$ cat src/rtl/store_buffer_pkg.sv
// Shared definitions for the posted-write store buffer and the data memory
// controller FSM.
//   - M_IDLE / M_HI / M_LO : memory handshake state encodings
//   - SB_DEPTH             : default number of store entries
//   - ADDR_W/DATA_W/MASK_W : widths of the fields of one queued store
//   - sb_entry_t           : packed layout of one queued store {addr, data, mask}
package store_buffer_pkg;

  localparam int SB_DEPTH = 4;

  localparam int ADDR_W  = 32;
  localparam int DATA_W  = 32;
  localparam int MASK_W  = 4;
  localparam int ENTRY_W = ADDR_W + DATA_W + MASK_W;

  localparam logic [1:0] M_IDLE = 2'd0;
  localparam logic [1:0] M_HI   = 2'd1;
  localparam logic [1:0] M_LO   = 2'd2;

  typedef struct packed {
    logic [ADDR_W-1:0] addr;
    logic [DATA_W-1:0] data;
    logic [MASK_W-1:0] mask;
  } sb_entry_t;

endpackage

$ cat src/rtl/store_fifo.sv
// Circular FIFO holding the posted stores waiting to retire.
//   clk, reset : clock, asynchronous active-high reset (empties the FIFO)
//   push, din  : write din at the tail (ignored while full)
//   pop, dout  : dout always shows the head; pop advances it (ignored while empty)
//   full/empty : occupancy flags derived from the entry count
module store_fifo
  import store_buffer_pkg::*;
#(
  parameter int DEPTH = SB_DEPTH
) (
  input  logic               clk,
  input  logic               reset,
  input  logic               push,
  input  logic               pop,
  input  logic [ENTRY_W-1:0] din,
  output logic [ENTRY_W-1:0] dout,
  output logic               full,
  output logic               empty
);

  localparam int PTR_W = $clog2(DEPTH);
  localparam int CNT_W = $clog2(DEPTH + 1);

  logic [ENTRY_W-1:0] slots_q [DEPTH];
  logic [PTR_W-1:0]   head_q, head_d;
  logic [PTR_W-1:0]   tail_q, tail_d;
  logic [CNT_W-1:0]   count_q, count_d;
  logic               doPush;
  logic               doPop;

  assign full   = (count_q == CNT_W'(DEPTH));
  assign empty  = (count_q == '0);
  assign doPush = push & ~full;
  assign doPop  = pop & ~empty;
  assign dout   = slots_q[head_q];

  // Pointer and count bookkeeping. DEPTH is a power of two, so the pointers
  // wrap for free; a push and pop in the same cycle leave the count unchanged.
  always_comb begin
    head_d  = head_q;
    tail_d  = tail_q;
    count_d = count_q;
    if (doPush) tail_d = tail_q + 1'b1;
    if (doPop)  head_d = head_q + 1'b1;
    if (doPush && !doPop)      count_d = count_q + 1'b1;
    else if (doPop && !doPush) count_d = count_q - 1'b1;
  end

  // Reset discards every queued entry by zeroing the pointers and count.
  always_ff @(posedge clk or posedge reset) begin
    if (reset) begin
      head_q  <= '0;
      tail_q  <= '0;
      count_q <= '0;
    end else begin
      head_q  <= head_d;
      tail_q  <= tail_d;
      count_q <= count_d;
    end
  end

  // Entry storage needs no reset: a slot is only read after it was pushed.
  always_ff @(posedge clk) begin
    if (doPush) slots_q[tail_q] <= din;
  end

endmodule

$ cat src/rtl/store_buffer.sv
// Posted-write buffer between the pipeline memory stage and the data memory.
// Stores are queued and retired in the background; loads wait until every
// queued store has retired, then issue, which keeps read-after-write order.
//   clk, reset                      : clock, asynchronous active-high reset
//   addr, write_data, sign_mask     : pipeline request fields
//   memwrite, memread               : pipeline store / load requests
//   read_data                       : registered load result
//   clk_stall                       : combinational freeze request to the pipeline
//   mem_addr, mem_write_data,
//   mem_sign_mask, mem_memwrite,
//   mem_memread                     : registered request to the data memory
//   mem_read_data, mem_clk_stall    : data memory read result and busy flag
module store_buffer
  import store_buffer_pkg::*;
#(
  parameter int DEPTH = SB_DEPTH
) (
  input  logic              clk,
  input  logic              reset,
  input  logic [ADDR_W-1:0] addr,
  input  logic [DATA_W-1:0] write_data,
  input  logic              memwrite,
  input  logic              memread,
  input  logic [MASK_W-1:0] sign_mask,
  output logic [DATA_W-1:0] read_data,
  output logic              clk_stall,
  output logic [ADDR_W-1:0] mem_addr,
  output logic [DATA_W-1:0] mem_write_data,
  output logic              mem_memwrite,
  output logic              mem_memread,
  output logic [MASK_W-1:0] mem_sign_mask,
  input  logic [DATA_W-1:0] mem_read_data,
  input  logic              mem_clk_stall
);

  logic [1:0]        state_q, state_d;
  logic              isLoad_q, isLoad_d;
  logic              loadDone_q, loadDone_d;
  logic [DATA_W-1:0] readData_q, readData_d;
  logic [ADDR_W-1:0] memAddr_q, memAddr_d;
  logic [DATA_W-1:0] memWData_q, memWData_d;
  logic [MASK_W-1:0] memMask_q, memMask_d;
  logic              memWrite_q, memWrite_d;
  logic              memRead_q, memRead_d;

  logic              fifoFull;
  logic              fifoEmpty;
  logic              fifoPop;
  logic [ENTRY_W-1:0] fifoDout;
  sb_entry_t         headEntry;
  sb_entry_t         pushEntry;

  assign pushEntry = '{addr: addr, data: write_data, mask: sign_mask};
  assign headEntry = sb_entry_t'(fifoDout);

  store_fifo #(.DEPTH(DEPTH)) u_fifo (
    .clk   (clk),
    .reset (reset),
    .push  (memwrite),
    .pop   (fifoPop),
    .din   (pushEntry),
    .dout  (fifoDout),
    .full  (fifoFull),
    .empty (fifoEmpty)
  );

  // A load holds the pipeline until its result is back; a store only holds
  // it while the FIFO is full. Reset forces the stall low with everything else.
  assign clk_stall = ~reset & ((memread & ~loadDone_q) | (memwrite & fifoFull));

  assign read_data      = readData_q;
  assign mem_addr       = memAddr_q;
  assign mem_write_data = memWData_q;
  assign mem_sign_mask  = memMask_q;
  assign mem_memwrite   = memWrite_q;
  assign mem_memread    = memRead_q;

  // Memory handshake. Stores win over loads, so a load only issues once the
  // FIFO is empty. Strobes default low, so each request lasts one cycle. A
  // request finishes when the memory raises and then drops its stall. The
  // loadDone_q pulse keeps the still-asserted memread of a finished load from
  // re-issuing in the cycle its result is handed back.
  always_comb begin
    state_d    = state_q;
    isLoad_d   = isLoad_q;
    loadDone_d = 1'b0;
    readData_d = readData_q;
    memAddr_d  = memAddr_q;
    memWData_d = memWData_q;
    memMask_d  = memMask_q;
    memWrite_d = 1'b0;
    memRead_d  = 1'b0;
    fifoPop    = 1'b0;
    case (state_q)
      M_IDLE: begin
        if (!fifoEmpty) begin
          memAddr_d  = headEntry.addr;
          memWData_d = headEntry.data;
          memMask_d  = headEntry.mask;
          memWrite_d = 1'b1;
          isLoad_d   = 1'b0;
          state_d    = M_HI;
        end else if (memread && !loadDone_q) begin
          memAddr_d = addr;
          memMask_d = sign_mask;
          memRead_d = 1'b1;
          isLoad_d  = 1'b1;
          state_d   = M_HI;
        end
      end
      M_HI: begin
        if (mem_clk_stall) state_d = M_LO;
      end
      M_LO: begin
        if (!mem_clk_stall) begin
          if (isLoad_q) begin
            readData_d = mem_read_data;
            loadDone_d = 1'b1;
          end else begin
            fifoPop = 1'b1;
          end
          state_d = M_IDLE;
        end
      end
      default: state_d = M_IDLE;
    endcase
  end

  // Reset abandons any in-flight transaction and clears every output register.
  always_ff @(posedge clk or posedge reset) begin
    if (reset) begin
      state_q    <= M_IDLE;
      isLoad_q   <= 1'b0;
      loadDone_q <= 1'b0;
      readData_q <= '0;
      memAddr_q  <= '0;
      memWData_q <= '0;
      memMask_q  <= '0;
      memWrite_q <= 1'b0;
      memRead_q  <= 1'b0;
    end else begin
      state_q    <= state_d;
      isLoad_q   <= isLoad_d;
      loadDone_q <= loadDone_d;
      readData_q <= readData_d;
      memAddr_q  <= memAddr_d;
      memWData_q <= memWData_d;
      memMask_q  <= memMask_d;
      memWrite_q <= memWrite_d;
      memRead_q  <= memRead_d;
    end
  end

endmodule

$ cat config.mk
export PLATFORM = sky130hd
export DESIGN_NAME = store_buffer
export DESIGN_NICKNAME = d
export VERILOG_FILES = /design/src/rtl/store_buffer_pkg.sv /design/src/rtl/store_fifo.sv /design/src/rtl/store_buffer.sv
export SDC_FILE = /design/constraint.sdc
export NUM_CORES = 1
export LEC_CHECK = 0
export ABC_AREA = 1
export CORE_ASPECT_RATIO = 1.2
export CORE_MARGIN = 1.5
export CORE_UTILIZATION = 50
export DETAILED_ROUTE_END_ITERATION = 16
export PLACE_DENSITY_LB_ADDON = 0.08
export RECOVER_POWER = 25
export SYNTH_ARGS = -nofsm -noshare
export SYNTH_HDL_FRONTEND = slang
export SYNTH_SLANG_ARGS = --single-unit
export TNS_END_PERCENT = 20
$ cat constraint.sdc
create_clock -name clk -period 4.1 [get_ports clk]
set_input_delay 1.025 -clock clk [delete_from_list [all_inputs] [get_ports clk]]
set_output_delay 1.025 -clock clk [all_outputs]
set_load 0.02 [all_outputs]
# == Word level (Yosys, flattened, before mapping) ==
# Memories as Yosys holds them, arrays and structs flattened.
# Cells that the tools add are included.
# classes
add_sub_neg,4
eq_ne,7
n_mux,26
bitwise_logic,11
reduce_logical,13
# ops
operator,n
$mux 32,2
$mux 1,15
$mux 2,4
$mux 4,2
$mux 3,2
$pmux 2 s3,1
$reduce_and 3->1,2
$and 1x1->1,5
$not 1->1,5
$add 2x1->2 const B,2
$ne 2x2->1 const B,2
$reduce_and 2->1,2
$add 3x1->3 const B,1
$eq 3x3->1 const B,1
$logic_and 1x1->1,3
$logic_not 1->1,3
$logic_not 3->1,1
$ne 3x3->1 const B,1
$sub 3x1->3 const B,1
$eq 2x1->1 const B,1
$eq 2x2->1 const B,1
$logic_not 2->1,1
$ne 2x1->1 const B,1
$reduce_bool 2->1,1
$or 1x1->1,1
# totals
reg_bits,113
ramBits,272
in_bits,105
out_inout_bits,103
word_cells,74
memories,1
# memory_table
memory,words,width,read_ports,rd_ports_with_merged_regs,write_ports,line_no,rtl
u_fifo.slots_q,4,68,1,0,1,store_fifo.sv:24,logic [ENTRY_W-1:0] slots_q [DEPTH];

# == Logic depth before layout (Yosys ltp) ==
# depth
word_depth,7
depth_mapped,11
ltp_nobuf,11

# == By module ==
# Synthesis repeated with hierarchy kept, for this count alone.
# unflattened
hier_cells,1425
area_unflattened_um2,15989.1
# modules_own_cells
module,instances,cells_per_inst,area_each_um2,seq_area_each_um2
store_fifo,1,856,11419.7,8343.0
store_buffer,1,569,4569.4,2652.5

# == Least setup slack after synthesis ==
# No wires, ideal clock.
# synth_path
path_type,input port to flip-flop
startpoint,in memwrite
endpoint,mem u_fifo.slots_q[0][0] (netlist bit) (enable)
setup_time_ns,0.495
arrival_ns,4.006
t_required_ns,3.605
slack_ns,-0.401
stages,2
n_path_buf,0
path_cell_list,nand2_1 nor2_1
# synth_via
elab_chain_cells,3
# synth_rtl
element,line_no,rtl
from (decl),store_buffer.sv:22,"input logic memwrite,"
$and 1x1->1,store_fifo.sv:33,assign doPush = push & ~full;
$mux 1,store_fifo.sv:64,if (doPush) slots_q[tail_q] <= din;
$mux 1 (not written as such),store_fifo.sv:64,
to (decl),store_fifo.sv:24,
# Every way passes these cells.

# == Worst setup path in the final report ==
# layout_path
startpoint,in memread
endpoint,out clk_stall
# layout_via
elab_chain_cells,3
# layout_rtl
element,line_no,rtl
from (decl),store_buffer.sv:23,"input logic memread,"
$and 1x1->1,store_buffer.sv:69,assign clk_stall = ~reset & ((memread & ~loadDone_q) | (memwrite & fifoFull));
$or 1x1->1,store_buffer.sv:69,
$and 1x1->1,store_buffer.sv:69,
to (decl),store_buffer.sv:26,"output logic clk_stall,"
# Every way passes these cells.

==> summary.txt <==
Floorplanning
  – Initial core utilization: 0.510
  – Die H: 196 µm
  – Core area: a little over 30,000 µm²
  – DIE AREA: 32,200 µm²
  – Die W: 164 µm
  – IO Pins: 208
  – Row cnt: 70

Detailed routing
  – 1st-iter DRT viols: 626
  – Wire per inst: 16.4 µm
  – M1 WL: 14,400 µm
  – Remaining DRCs: 0
  – Final ANT Viol Nets: 0
  – DRT Wirelength: 34,500 µm
  – Met2 WL: 17,200 µm
  – Top layer in use: met5
  – First drt pass iteration count: 5
  – Vias post-DR: around 11,000
  – Via density: about 5.0
  – WL met3: 1880 µm

Critical path
  – CP Data Required Time: about 3000 ps
  – Kind of critical path: in -> out
  – CP max FO: 2
  – Critical Path Start Type: input port
  – Critical Path Sink Type: output port
  – Worst path arrival time: 2470 ps

Timing
  – Max-slew violation count: 0
  – RSZ-0062 raised after global routing: no
  – Post-Route Skew: roughly 14 ps
  – Slew margin rel.: 0.333
  – Post-route setup slack: between 600 and 700 ps
  – Final hold vios: 0
  – Worst-Margin Slew: 1000 ps
  – Fin crit share: 0.852
  – # setup viols final: 0
  – Setup TNS: 0 ps
  – Tmin final: 3490 ps
  – F_max: 0.286 GHz

Cells and area
  – Nets: 1,784
  – Share of cells above drive strength 1: 0.0541
  – Final instance area: 19,100 µm²
  – Layout area overhead: 22.7%
  – Final core occ: 0.626

CTS
  – H-Tree Level Count: 2
  – CTS Buf Count: 39
  – PostCTS Resize Cnt: 0
  – CTS Root Cell: clkbuf_16
  – Worst skew pair latency: 530 ps
  – Postcts setup bufs: 0
  – Clock Sinks: 385
  – Clock Path Buffers: 3
  – CTS Hold Buffers Added: 0
  – Clock transition at path regs: 50 ps
  – CTS tree: built

Synthesis
  – Register area share after synthesis: 0.706
  – Post-Syn Instances: about 1,500
  – Mapped cell area: around 16,000 µm²
  – Top post-synthesis cells by area: edfxtp_1 (52%), dfrtp_1 (18%), nand2_1 (16%), nand3_1 (3.6%), nor2_1 (3.2%)
  – Async SR Flop Fraction: 0.294
  – Leading area contributor after synthesis: edfxtp_1
  – Commonest cells in the netlist: nand2_1 (661), edfxtp_1 (272), nor2_1 (133), dfrtp_1 (113), nand3_1 (113)
  – YS warnings: 0
  – FF+latch count, synth: 385
  – Primary FF master, synth: edfxtp_1
  – Number of synthesized flops with an enable pin: 272
  – Most common cell in the synthesized netlist: nand2_1
  – Unique cell type count in the Yosys netlist: 24
  – Top cell type's share of synthesized area: 0.524
  – Syn Area/Cell: 10.5 µm²
  – Synthesized net count: 1,592

Power
  – Power Dens Cells: between 700 and 800 nW/µm²
  – Max VDD drop: 567 µV
  – Leakage: 8.10 nW
  – Power Total: 14.4 mW

Status
  – Status: finished clean

Placement
  – Dpl hpwl: approximately 19,000 µm
  – Routability Congestion: 0.723
  – PortBufs: 207
  – Worst slack, placed: 595 ps
  – Area post-placement: 18,000 µm²

Global route
  – GRT Resource Usage Total: 0.221
  – Initial antenna violation count: 8
  – GR Overflow Total: 0
  – Vias in the first global route: 10,600
  – First-pass GRT wire length: 54,800 µm
  – Largest net degree at the start of global routing: 107

Flow run
  – Max_cap viols: 0

Hold path
  – Hold Crit Class: reg -> reg
==> per-stage QoR <==
stage	cells	hold WS, ps
final	2102	474
after global routing	2101	490
after CTS	2097	480
after detailed placement	2028	464
after global placement	2028	460
after floorplan	1481	483
==> layout by cell type, fill, tap and decap left out, types with 3 or more instances in the layout <==
| master | count |
|---|---|
| nand2_1 | 661 |
| edfxtp_1 | 272 |
| clkdlybuf4s50_1 | 152 |
| nor2_1 | 129 |
| nand3_1 | 113 |
| dfrtp_1 | 111 |
| dlygate4sd3_1 | 55 |
| inv_1 | 44 |
| clkbuf_16 | 39 |
| o21ai_0 | 31 |
| buf_4 | 14 |
| clkbuf_1 | 12 |
| inv_2 | 11 |
| clkinv_1 | 10 |
| buf_12 | 7 |
| diode_2 | 5 |
| nor2_4 | 5 |
| o21ai_1 | 5 |
| ha_1 | 5 |
| clkinv_2 | 4 |
| clkbuf_8 | 3 |
==> critical path, stage by stage <==
cell and delay (ps):
clkdlybuf4s50_1 460, nand2_1 170, a21oi_1 190, clkdlybuf4s50_1 620
==> state kept, by name, indices dropped and copies added (netlist names) <==
name and flops:
isLoad_q 1, loadDone_q 1, mem_addr 32, mem_memread 1, mem_memwrite 1, mem_sign_mask 4
mem_write_data 32, read_data 32, state_q 2, u_fifo.count_q 3, u_fifo.head_q 2, u_fifo.slots_q 272
u_fifo.tail_q 2
==> worst paths after layout <==
kind / startpoint / to / slack (ps) / cells after the start
max: memread / clk_stall / 610 / 4
min: read_data[4] / read_data[4] / 470 / 2
max reg2reg: u_fifo.head_q[0] / mem_write_data[9] / 1340 / 8
min reg2reg: read_data[4] / read_data[4] / 470 / 2
max in group asynchronous: reset / mem_write_data[11] / 2370 / 3
min in group asynchronous: reset / mem_addr[6] / 890 / 2
==> power breakdown <==
part           switching, mW  internal (mW)
sequential             0.460           5.31
clock                   1.40           1.80
combinational           3.45           1.97
total                   5.31           9.08
==> cells by family after synthesis <==
family | Yosys count | share of synthesized area
and+or+nand+nor | 914 | 0.231
AOI/OAI and AO/OA | 38 | 0.0124
xor gates and xnor gates | 4 | 0.00225
buffers and inverters | 134 | 0.0440
adders and majority gates | 6 | 0.00530
DFF | 385 | 0.706
==> per-layer routing <==
layer  track usage  vias up
met1         0.275     5007
met5             0        -
met2         0.386      276
met4        0.0801        6
met3        0.0391       61
li1              -     5199
==> final cells by class <==
type | instances | area (µm²)
fillers | 2450 | 11400
flip-flops and latches | 385 | 11000
multi-input cells | 962 | 3940
repair buffers | 228 | 2320
clock buffers | 54 | 1060
well taps | 396 | 495
inverters | 57 | 218
clock inverters | 15 | 68.8
diodes | 5 | 12.5
No activity file was read; power rests on OpenSTA's default activity.
